## config.mk

```make
export PLATFORM = sky130hd
export DESIGN_NAME = walls_tile_drawer
export DESIGN_NICKNAME = d
export VERILOG_FILES = /design/src/rtl/walls_tile_drawer.sv
export SDC_FILE = /design/constraint.sdc
export NUM_CORES = 1
export LEC_CHECK = 0
export ABC_CLOCK_PERIOD_IN_PS = 4500
export CORE_MARGIN = 10
export CORE_UTILIZATION = 35
export DETAILED_ROUTE_END_ITERATION = 12
export GPL_TIMING_DRIVEN = 0
export PLACE_DENSITY_LB_ADDON = 0.15
export SYNTH_ARGS = -nofsm -noshare
export SYNTH_HDL_FRONTEND = slang
export SYNTH_SLANG_ARGS = --single-unit
export TNS_END_PERCENT = 50
```

## constraint.sdc

```tcl
create_clock -name clk -period 4.5 [get_ports clk]
set_input_delay 1.35 -clock clk [delete_from_list [all_inputs] [get_ports clk]]
set_output_delay 1.35 -clock clk [all_outputs]
set_load 0.1 [all_outputs]
```

## src/rtl/walls_tile_drawer.sv

```systemverilog
// walls_tile_drawer
// Draws destructible walls on a 20x15 grid of 32x32 tiles and keeps the
// per-tile wall map that explosions clear through a queued destroy interface.
// Queued destroy requests are applied only after startOfFrame, during the
// vertical blank, so a wall never vanishes halfway through a frame.
//
// Ports:
//   clk, resetN                 clock, asynchronous active-low reset
//   startOfFrame                one-cycle pulse at start of vertical blank
//   pixelX, pixelY              current pixel coordinates
//   destroyValid/TileX/TileY    destroy request (tile column/row)
//   destroyReady                request FIFO can accept a request
//   destroyDone, destroyHadWall one-cycle pulse per applied request, and
//                               whether the tile held a wall at that point
//   wallCount                   number of walls currently present
//   wallsDR, wallsRGB           draw request and RGB332 colour (1-cycle latency)
module walls_tile_drawer #(
  parameter logic [7:0] WALL_COLOR   = 8'hB4,
  parameter logic [7:0] BORDER_COLOR = 8'h6C,
  parameter int         FIFO_DEPTH   = 4
) (
  input  logic        clk,
  input  logic        resetN,
  input  logic        startOfFrame,
  input  logic [10:0] pixelX,
  input  logic [10:0] pixelY,
  input  logic        destroyValid,
  input  logic [4:0]  destroyTileX,
  input  logic [3:0]  destroyTileY,
  output logic        destroyReady,
  output logic        destroyDone,
  output logic        destroyHadWall,
  output logic [8:0]  wallCount,
  output logic        wallsDR,
  output logic [7:0]  wallsRGB
);

  localparam int PTR_W = $clog2(FIFO_DEPTH);
  localparam int CNT_W = PTR_W + 1;
  localparam logic [CNT_W-1:0] CNT_ONE  = CNT_W'(1);
  localparam logic [CNT_W-1:0] CNT_FULL = CNT_W'(FIFO_DEPTH);
  localparam logic [CNT_W-1:0] CNT_ZERO = CNT_W'(0);
  localparam logic [8:0] INIT_WALLS = 9'd58;

  typedef enum logic [0:0] {ST_IDLE = 1'b0, ST_APPLY = 1'b1} state_t;

  // Start-up wall layout: interior tiles on the (c+r)%3 diagonals, minus the
  // even/even pillar positions and the player's top-left spawn corner.
  function automatic logic [299:0] initial_map();
    logic [299:0] m;
    logic [8:0]   idx;
    m = '0;
    for (int r = 0; r < 15; r++) begin
      for (int c = 0; c < 20; c++) begin
        idx = 9'(r * 20 + c);
        if (c >= 1 && c <= 18 && r >= 1 && r <= 13 &&
            !((c % 2 == 0) && (r % 2 == 0)) &&
            ((c + r) % 3 == 0) && !(c <= 2 && r <= 2)) begin
          m[idx] = 1'b1;
        end
      end
    end
    return m;
  endfunction

  // Row-major tile index into the 300-bit wall map.
  function automatic logic [8:0] tile_index(input logic [4:0] x, input logic [3:0] y);
    return 9'(y) * 9'd20 + 9'(x);
  endfunction

  state_t              state_r, state_next_s;
  logic [299:0]        map_r;
  logic [8:0]          wall_count_r;
  logic                done_r, had_wall_r, ready_r;
  logic                draw_r;
  logic [7:0]          rgb_r;
  logic [8:0]          fifo_mem_r [FIFO_DEPTH];
  logic [PTR_W-1:0]    wr_ptr_r, rd_ptr_r;
  logic [CNT_W-1:0]    count_r, count_next_s;
  logic                push_s, pop_s;
  logic [8:0]          head_s;
  logic                head_in_range_s, head_hit_s;
  logic [8:0]          head_idx_s;
  logic                px_in_range_s, px_wall_s, px_edge_s;
  logic [8:0]          px_idx_s;

  assign push_s          = destroyValid && ready_r;
  assign head_s          = fifo_mem_r[rd_ptr_r];
  assign head_in_range_s = (head_s[4:0] < 5'd20) && (head_s[8:5] < 4'd15);
  assign head_idx_s      = tile_index(head_s[4:0], head_s[8:5]);
  // Out-of-range entries must not index the map (row 15 would alias past bit 299).
  assign head_hit_s      = head_in_range_s && map_r[head_idx_s];

  // FIFO occupancy after this cycle's push/pop.
  always_comb begin
    count_next_s = count_r;
    case ({push_s, pop_s})
      2'b10:   count_next_s = count_r + CNT_ONE;
      2'b01:   count_next_s = count_r - CNT_ONE;
      default: count_next_s = count_r;
    endcase
  end

  // Destroy FIFO storage; contents are don't-care while empty, so no reset.
  always_ff @(posedge clk) begin
    if (push_s) begin
      fifo_mem_r[wr_ptr_r] <= {destroyTileY, destroyTileX};
    end
  end

  // FIFO pointers, occupancy and the registered ready flag.
  always_ff @(posedge clk or negedge resetN) begin
    if (!resetN) begin
      wr_ptr_r <= '0;
      rd_ptr_r <= '0;
      count_r  <= '0;
      ready_r  <= 1'b1;
    end else begin
      if (push_s) wr_ptr_r <= wr_ptr_r + PTR_W'(1);
      if (pop_s)  rd_ptr_r <= rd_ptr_r + PTR_W'(1);
      count_r <= count_next_s;
      ready_r <= (count_next_s != CNT_FULL);
    end
  end

  // FSM state register.
  always_ff @(posedge clk or negedge resetN) begin
    if (!resetN) state_r <= ST_IDLE;
    else         state_r <= state_next_s;
  end

  // FSM next-state: leave IDLE only on a frame start with work queued; keep
  // applying while entries remain, including ones pushed during APPLY.
  always_comb begin
    state_next_s = state_r;
    case (state_r)
      ST_IDLE: begin
        if (startOfFrame && (count_r != CNT_ZERO)) state_next_s = ST_APPLY;
        else                                       state_next_s = ST_IDLE;
      end
      ST_APPLY: begin
        if (count_next_s != CNT_ZERO) state_next_s = ST_APPLY;
        else                          state_next_s = ST_IDLE;
      end
      default: state_next_s = ST_IDLE;
    endcase
  end

  // FSM outputs: one pop per APPLY cycle.
  always_comb begin
    pop_s = 1'b0;
    case (state_r)
      ST_APPLY: pop_s = (count_r != CNT_ZERO);
      default:  pop_s = 1'b0;
    endcase
  end

  // Wall map, wall counter and completion reporting.
  always_ff @(posedge clk or negedge resetN) begin
    if (!resetN) begin
      map_r        <= initial_map();
      wall_count_r <= INIT_WALLS;
      done_r       <= 1'b0;
      had_wall_r   <= 1'b0;
    end else begin
      done_r     <= pop_s;
      had_wall_r <= pop_s && head_hit_s;
      if (pop_s && head_hit_s) begin
        map_r[head_idx_s] <= 1'b0;
        if (wall_count_r != 9'd0) wall_count_r <= wall_count_r - 9'd1;
      end
    end
  end

  assign px_in_range_s = (pixelX < 11'd640) && (pixelY < 11'd480);
  assign px_idx_s      = tile_index(pixelX[9:5], pixelY[8:5]);
  assign px_wall_s     = px_in_range_s && map_r[px_idx_s];
  assign px_edge_s     = (pixelX[4:0] == 5'd0) || (pixelX[4:0] == 5'd31) ||
                         (pixelY[4:0] == 5'd0) || (pixelY[4:0] == 5'd31);

  // Registered pixel path.
  always_ff @(posedge clk or negedge resetN) begin
    if (!resetN) begin
      draw_r <= 1'b0;
      rgb_r  <= 8'h00;
    end else if (px_wall_s) begin
      draw_r <= 1'b1;
      rgb_r  <= px_edge_s ? BORDER_COLOR : WALL_COLOR;
    end else begin
      draw_r <= 1'b0;
      rgb_r  <= 8'h00;
    end
  end

  assign destroyReady   = ready_r;
  assign destroyDone    = done_r;
  assign destroyHadWall = had_wall_r;
  assign wallCount      = wall_count_r;
  assign wallsDR        = draw_r;
  assign wallsRGB       = rgb_r;

endmodule
```

======== After elaboration in Yosys (flattened, before gate mapping) ========
Memories as Yosys holds them, arrays and structs flattened.
Index checks and enable logic that the tools add are counted.
storage, ports and cells
  register bits after elaboration ......... 329
  bits in latches ......................... 0
  RAM bits ................................ 36
  memory bits (read-only) ................. 0
  input bits .............................. 35
  memories ................................ 1
operators by class
  $add $sub $neg .......................... 7
  multiply operators ...................... 2
  divide/modulo/power cells ............... 0
  order comparisons ....................... 7
  equal/unequal tests ..................... 5
  shift operators ......................... 0
  mux-type cells .......................... 16
  bitwise logic cells ..................... 3
  reductions and logical operators ........ 17
memory list
  memory      depth  bits a word  rd ports  clocked after memory_dff  wr ports  RTL line  source
  fifo_mem_r  4      9            1         0                         1         77        logic [8:0] fifo_mem_r [FIFO_DEPTH];
operators by type and width
  kind                  number
  $and 300x300->300     1
  $not 300->300         1
  $lt 9x10->1 const B   2
  $add 9x5->9           2
  $bmux 1 s9            2
  $mux 8                2
  $mul 4x3->7 const B   2
  $lt 11x10->1 const B  1
  $lt 11x9->1 const B   1
  $eq 5x5->1 const B    2
  $logic_not 5->1       2
  $demux 1 s9           1
  $ge 9x1->1 const B    1
  $mux 1                9
  $reduce_bool 9->1     1
  $sub 9x1->9 const B   1
  $logic_and 1x1->1     8
  $pmux 3 s2            1
  $reduce_bool 3->1     2
  $lt 5x5->1 const B    1
  $add 2x1->2 const B   2
  $lt 4x4->1 const B    1
  $add 3x1->3 const B   1
  $logic_or 1x1->1      3
  other kinds (7)       7

======== Longest topological paths before layout ========
Gate-level depths: netlist of the first run.
An unclocked memory read counts as a cell.
  depth in word-level cells ............... 9
  mapped depth ............................ 18

======== Worst setup path after synthesis of the first run ========
No wires, ideal clock.
  path kind ............................... register to register
  start ................................... register rd_ptr_r[0]
  end ..................................... register wall_count_r[6], in the netlist wallCount[6]
  setup time .............................. 0.156 ns
  arrival time ............................ 4.846 ns
  data required time ...................... 4.344 ns
  path slack .............................. -0.501 ns
  cell stages (with the launch flop) ...... 16
  buffers on the path ..................... 4
  path through ............................ dfrtp_1 buf_6 clkbuf_1 mux4_2 ha_1 fa_1 buf_2 clkbuf_1 nand2_1 or3_1 a31oi_1 nand4_1 a211o_1 or2_1 or4_4 xnor2_2
between the ends
  longest elaborated chain between the ends .. 8
  elaborated cells on any way between the ends .. 11
ends and longest elaborated chain
  item                            RTL line  source
  from (decl)                     78        logic [PTR_W-1:0] wr_ptr_r, rd_ptr_r;
  from (signal assigned)          120       if (pop_s) rd_ptr_r <= rd_ptr_r + PTR_W'(1);
  $mem_v2 4x9 (*)                 --
  $mul 4x3->7                     68        return 9'(y) * 9'd20 + 9'(x);
  $add 9x5->9                     68
  $bmux 1 s9                      92        assign head_hit_s = head_in_range_s && map_r[head_idx_s];
  $mux 1 (implied by the code)    92
  $logic_and 1x1->1 (*)           92
  $logic_and 1x1->1 (*)           168       if (pop_s && head_hit_s) begin
  $reduce_and 2->1 (no line) (*)  --
  to (signal assigned)            170       if (wall_count_r != 9'd0) wall_count_r <= wall_count_r - 9'd1;
  to (decl)                       73        logic [8:0] wall_count_r;
Every way passes the cells marked *; elsewhere a longest branch is shown, timed or not. The select of a mux whose other input is x is not followed.
A chain may end at the register's enable or synchronous reset.

======== Worst setup path in the final report of the first run ========
  start ................................... register rd_ptr_r[0]
  end ..................................... register map_r[140]
between the ends
  longest elaborated chain between the ends .. 9
  elaborated cells on any way between the ends .. 17
ends and longest elaborated chain
  item                                                                    RTL line  source
  $mem_v2 4x9 (*)                                                         --
  $mul 4x3->7                                                             68
  $add 9x5->9                                                             68
  $lt 9x10->1 (implied by the code) / $ge 9x1->1 (equally long branches)  169       map_r[head_idx_s] <= 1'b0;
  $logic_and 1x1->1 (implied by the code)                                 169
  $mux 1 (implied by the code)                                            169
  $demux 1 s9                                                             169
  $not 300->300 (no line)                                                 --
  $and 300x300->300 (no line)                                             --
  to (signal assigned)                                                    161       map_r <= initial_map();
  to (decl)                                                               72        logic [299:0] map_r;
Marks and branches as above.

==> results of run 1 <==
## cell type report
cell class                      instances  area share (%)
Buffer                                105           3.596
Clock buffer                           65           5.467
Clock inverter                         11          0.4626
Inverter                               79           1.304
Multi-Input combinational cell       1003           40.61
Sequential cell                       359           38.83
Tap cell                              696           3.659
Timing Repair Buffer                  119           6.067
## logic make-up after synthesis
kind of cell,synth area share [%]
other,0.01954
AO/OA/AOI/OAI,16.05
adder cells (fa/ha/maj),1.826
buffers and inverters,4.545
flip-flops,48.17
AND/OR/NAND/NOR,6.547
XOR/XNOR,1.298
multiplexers,21.54
## critical path, stage by stage, from the launching register on
cell       delay [ns]
dfrtp_1          0.33
buf_6            0.11
clkbuf_16        0.14
mux4_2           0.55
ha_4             0.19
fa_2             0.57
buf_6            0.15
inv_12           0.04
and2_4           0.17
buf_12           0.16
a22oi_2          0.28
a2111oi_4        0.15
nor4_4           0.36
a311oi_2         0.16
a211o_1          0.34
buf_6            0.15
nor2_4           0.17
buf_6            0.15
nand2_8          0.10
clkbuf_16        0.20
o21a_1           0.16
## per-layer routing
| layer | vias to the layer above | track usage (%) | part of all wire, % |
|---|---|---|---|
| met4 | 0 | 11.65 | 5.6 |
| li1 | 6184 | - | - |
| met3 | 214 | 4.693 | 8.2 |
| met1 | 7761 | 30.57 | 41 |
| met2 | 750 | 35.23 | 45 |
| met5 | - | 0 | 0 |
## worst max-delay path by stage
stage	from	to	slack, ns	cells after the start
6_report	rd_ptr_r[0]	map_r[140]	-0.27	20
5_1_grt	rd_ptr_r[0]	map_r[146]	-0.35	20
4_1_cts	rd_ptr_r[0]	map_r[30]	-0.33	20
3_5_place_dp	pixelX[6]	wallsRGB[6]	-2.13	11
3_3_place_gp	resetN	wallCount[0]	-12.52	1
2_1_floorplan	rd_ptr_r[0]	wallCount[6]	0.05	16
## through the flow
stage / setup TNS [ns] / instances
floorplan: 0 / 1548
global placement: -4356.98 / 2295
detailed placement: -572.22 / 2303
CTS: -53.48 / 2429
global route: -65.27 / 2437
finish: -42.68 / 2437
## state kept, by name (all words and copies together) (netlist names)
signal / cells
rd_ptr_r: 2
wr_ptr_r: 2
state_r: 1
destroyReady: 1
destroyHadWall: 1
fifo_mem_r: 36
wallsRGB: 3
wallCount: 9
destroyDone: 1
count_r: 3
map_r: 300
## what timing repair did
action / 4_1_cts / 5_1_grt
gates resized for setup: 192 / 75
hold buffers: 0 / 0
buffers inserted: 41 / 9
pin swaps: 24 / 55
setup endpoints to repair: 313 / 313
gates cloned: 12 / 1
## placed cells by master (no fill, tap or decap), types with 10 or more instances in the layout
master,n
a211oi_1,13
a21oi_1,15
a22oi_1,12
a31oi_1,69
buf_16,11
buf_2,11
buf_4,57
buf_6,32
buf_8,13
clkbuf_1,28
clkbuf_16,48
clkbuf_8,10
clkdlybuf4s50_1,48
dfrtp_1,260
dfstp_2,63
edfxtp_1,36
ha_1,17
inv_1,77
mux2_2,11
mux2i_1,113
mux4_2,126
nand2_1,114
nand4_1,10
nor2_1,43
nor2_2,11
o211ai_1,10
o21a_1,236
o21ai_0,12
==> impl_metrics.tcl, run 1 <==
set metrics [dict create \
    skew_ns 0.02645 \
    synth_edf_count 36 \
    status "complete, but fails checks" \
    hold_class "register to register" \
    drive_gt1_share_pct 29.01 \
    synth-async-reset-ratio_pct 89.97 \
    wl_um 74130 \
    clockBufferDepth 3 \
    synth_common_cells "260 x dfrtp_1, 236 x o21a_1, 126 x mux4_2" \
    port_buffers 51 \
    synth_top_area_share_pct 33.91 \
    violations "negative setup slack" \
    worstPathArrival_ns 5.24 \
    drc 0 \
    r2r_cells 20 \
    insertion_delay_ns 0.59 \
    cts-buffers-inserted 42 \
    drv_cap 0 \
    setup_ws_ns -0.2728 \
    gp_congestion 0.9154 \
    ys_dominant_reg_cell "dfrtp_1" \
    grt_max_degree 121 \
    synth.area.top_cells "dfrtp_1 34%, mux4_2 15%, o21a_1 9.2%" \
    grt_usage_pct 23.01 \
    final_antenna_net_count 0 \
    antenna_found_initial 2 \
    grt_pass1_vias 15033 \
    via_per_inst 6.118 \
    grt_pass1_wl_um 108000 \
    start_util_pct 35.52 \
    setup_viol 240 \
    cts_tree "yes" \
    n_fill_cell 4974 \
    die_area_um2 64590 \
    pin_count 56 \
    layout.nets 1769 \
    yosysMostFrequentCell "dfrtp_1" \
    post-route-period-util_pct 106.1 \
    synth_cell_type_count 72 \
    hold_viol 0 \
    die_h_um 254.1 \
    core_area_um2 54030 \
    crit_type "register to register" \
    pre_cts_ws_ns -2.132 \
    timing.rr.end "map_r[140]" \
    slew_violations 0 \
    utilization_pct 44.05 \
    vias 14909 \
    critPathLaunchType "register" \
    cts_root_buf "clkbuf_16" \
    grt_overflow 0 \
    die-width_um 254.1 \
    slew_headroom_pct 5.130 \
    rr_startpoint "rd_ptr_r[0]" \
    yosysWarnings 0 \
    worstPathRequired_ns 4.96 \
    drt-initial-drc-count 1604 \
    syn_inst 1547 \
    synth_seq_cells 359 \
    fin_hold_ws_ns 0.4476 \
    synth.cell_area_um2 19190 \
    drt-pass1-iter-count 7 \
    row_count 85 \
    yosysSeqAreaShare_pct 48.17 \
    cts_max_level 2 \
    post-route-cell-area_um2 23800 \
    worst_pin_slew_ns 1.418 \
    drt-wirelength-per-cell_um 30.42 \
    dp_hpwl_um 50140 \
    seq_area_um2 9243 \
    syn_to_final_growth_pct 24.03 \
    yosysTopAreaCell "dfrtp_1" \
    worstSetupEndpointType "register" \
    hold_end "map_r[91]" \
    min_delay_path_depth 2 \
    place_area_um2 20760 \
    min_from "map_r[91]" \
    finalCriticalPeriod_ns 4.773 \
    crit_fanout 5 \
    max_freq_mhz 209.5 \
    rrSetupSlack_ns -0.27 \
    clock_sinks 359 \
    rsz0062_at_grt "true" \
    clk_pin_slew_worst_paths_ns 0.06 \
    diodes 0 \
    multi_input_area_um2 9666 \
    syn-mean-instance-area_um2 12.40 \
]
Power of run 1 is left out: the tool's default activity adds up to more than one toggle a clock period on the data nets, which glitch-free logic cannot reach.
==> run 2: changes to the inputs <==
--- a/config.mk
+++ b/config.mk
@@ -6,11 +6,13 @@
 export NUM_CORES = 1
 export LEC_CHECK = 0
 export ABC_CLOCK_PERIOD_IN_PS = 4500
+export CAP_MARGIN = 5
 export CORE_MARGIN = 10
 export CORE_UTILIZATION = 35
 export DETAILED_ROUTE_END_ITERATION = 12
 export GPL_TIMING_DRIVEN = 0
 export PLACE_DENSITY_LB_ADDON = 0.15
+export RECOVER_POWER = 50
 export SYNTH_ARGS = -nofsm -noshare
 export SYNTH_HDL_FRONTEND = slang
 export SYNTH_SLANG_ARGS = --single-unit
==> impl_metrics.tcl, run 2 (synthesized netlist as in run 1, its figures left out) <==
set metrics [dict create \
    cts-buffers-inserted 43 \
    layout_common_cells "260 x dfrtp_1, 236 x o21a_1, 126 x mux4_2, 116 x nand2_1, 113 x mux2i_1" \
    via_per_inst 6.110 \
    port_buffers 51 \
    place_area_um2 20800 \
    drt-pass1-iter-count 5 \
    clockBufferDepth 3 \
    n_fill_cell 4991 \
    cts_tree "yes" \
    hold_viol 0 \
    dp_hpwl_um 50400 \
    max_freq_mhz 207.4 \
    status "complete, but fails checks" \
    worstSetupEndpointType "register" \
    cts_max_level 2 \
    finalCriticalPeriod_ns 4.822 \
    antenna_found_initial 1 \
    post-route-cell-area_um2 23600 \
    final_common_cell "dfrtp_1" \
    grt_usage_pct 22.56 \
    insertion_delay_ns 0.59 \
    clk_pin_slew_worst_paths_ns 0.06 \
    utilization_pct 43.68 \
    gp_congestion 0.9154 \
    drt-wirelength-per-cell_um 30.14 \
    drive_gt1_share_pct 28.73 \
    hold_class "register to register" \
    rr_startpoint "rd_ptr_r[0]" \
    worstPathRequired_ns 4.97 \
    worstPathArrival_ns 5.30 \
    start_util_pct 35.52 \
    fin_hold_ws_ns 0.4479 \
    die_area_um2 64590 \
    skew_ns 0.01688 \
    largest_reg_flops 300 \
    drc 0 \
    drv_cap 2 \
    setup_ws_ns -0.3217 \
    grt_pass1_wl_um 106400 \
    row_count 85 \
    syn_to_final_growth_pct 23.00 \
    crit_start "rd_ptr_r[0]" \
    grt_overflow 0 \
    vias 14926 \
    rrSetupSlack_ns -0.32 \
    crit_fanout 10 \
    rsz0062_at_grt "true" \
    violations "max-capacitance violations, max-slew violations, negative setup slack" \
    r2r_cells 18 \
    layout.nets 1772 \
    largest-register "map_r" \
    critPathLaunchType "register" \
    pin_count 56 \
    cp-endpoint "map_r[200]" \
    setup_viol 251 \
    slew_violations 227 \
    core_area_um2 54030 \
    die_h_um 254.1 \
    timing.rr.end "map_r[200]" \
    post-route-period-util_pct 107.1 \
    final_antenna_net_count 0 \
    diodes 0 \
    grt_max_degree 121 \
    cts_root_buf "clkbuf_16" \
    clock_sinks 359 \
    die-width_um 254.1 \
    grt_pass1_vias 14987 \
    worst_pin_slew_ns 1.701 \
    holdBufCountCts 0 \
    slew_headroom_pct -13.42 \
    drt-initial-drc-count 1605 \
    wl_um 73640 \
    crit_type "register to register" \
]
==> run 2: final cells by class <==
| class | count | area, µm² | area share [%] |
|---|---|---|---|
| Buffer | 104 | 833.3 | 3.531 |
| Clock buffer | 63 | 1251 | 5.301 |
| Clock inverter | 17 | 177.7 | 0.7528 |
| Inverter | 79 | 310.3 | 1.315 |
| Multi-Input combinational cell | 1001 | 9570 | 40.55 |
| Sequential cell | 359 | 9243 | 39.16 |
| Tap cell | 696 | 870.8 | 3.690 |
| Timing Repair Buffer | 124 | 1345 | 5.699 |
==> run 2: worst max-delay path, cell delays in order, from the launching register on <==
cell and delay, ns:
dfrtp_1 0.34, buf_6 0.11, clkbuf_16 0.14, mux4_2 0.55
ha_4 0.19, fa_2 0.57, buf_8 0.16, inv_12 0.05
and2_4 0.17, buf_12 0.16, a22oi_2 0.33, a2111oi_4 0.16
nor4_4 0.31, a311oi_2 0.19, a211o_4 0.39, buf_12 0.15
or3_4 0.42, buf_6 0.16, o21a_1 0.17
==> run 2: timing repair <==
action | CTS | global route
gates cloned | 3 | 6
setup buffers | 38 | 15
pin swaps | 20 | 73
resized for setup | 162 | 54
setup endpoints to repair | 313 | 310
==> run 2: how the worst min path moves through the flow <==
stage / startpoint / to / slack [ns] / cells after the start
finish: map_r[66] / map_r[66] / 0.45 / 2
global route: map_r[66] / map_r[66] / 0.47 / 2
CTS: map_r[66] / map_r[66] / 0.45 / 2
detailed placement: map_r[66] / map_r[66] / 0.44 / 2
global placement: map_r[91] / map_r[91] / 0.43 / 2
floorplan: map_r[101] / map_r[101] / 0.43 / 2
==> run 2: metrics by stage <==
stage	TNS, ns	instances	setup WS, ns
finish	-55.13	2443	-0.3217
global route	-75.94	2443	-0.3760
CTS	-50.75	2424	-0.3151
detailed placement	-582.67	2306	-2.075
global placement	-4356.98	2295	-12.52
floorplan	0	1548	0.04939
==> run 2: layer usage <==
| metal | part of all wire, % | wire [µm] | global-route usage [%] |
|---|---|---|---|
| met3 | 7.3 | 5355 | 3.980 |
| met4 | 5.2 | 3839 | 10.42 |
| met5 | 0.024 | 18 | 0 |
| met1 | 42 | 30980 | 30.16 |
| met2 | 45 | 33440 | 35.24 |
Power of run 2 is left out for the same reason.
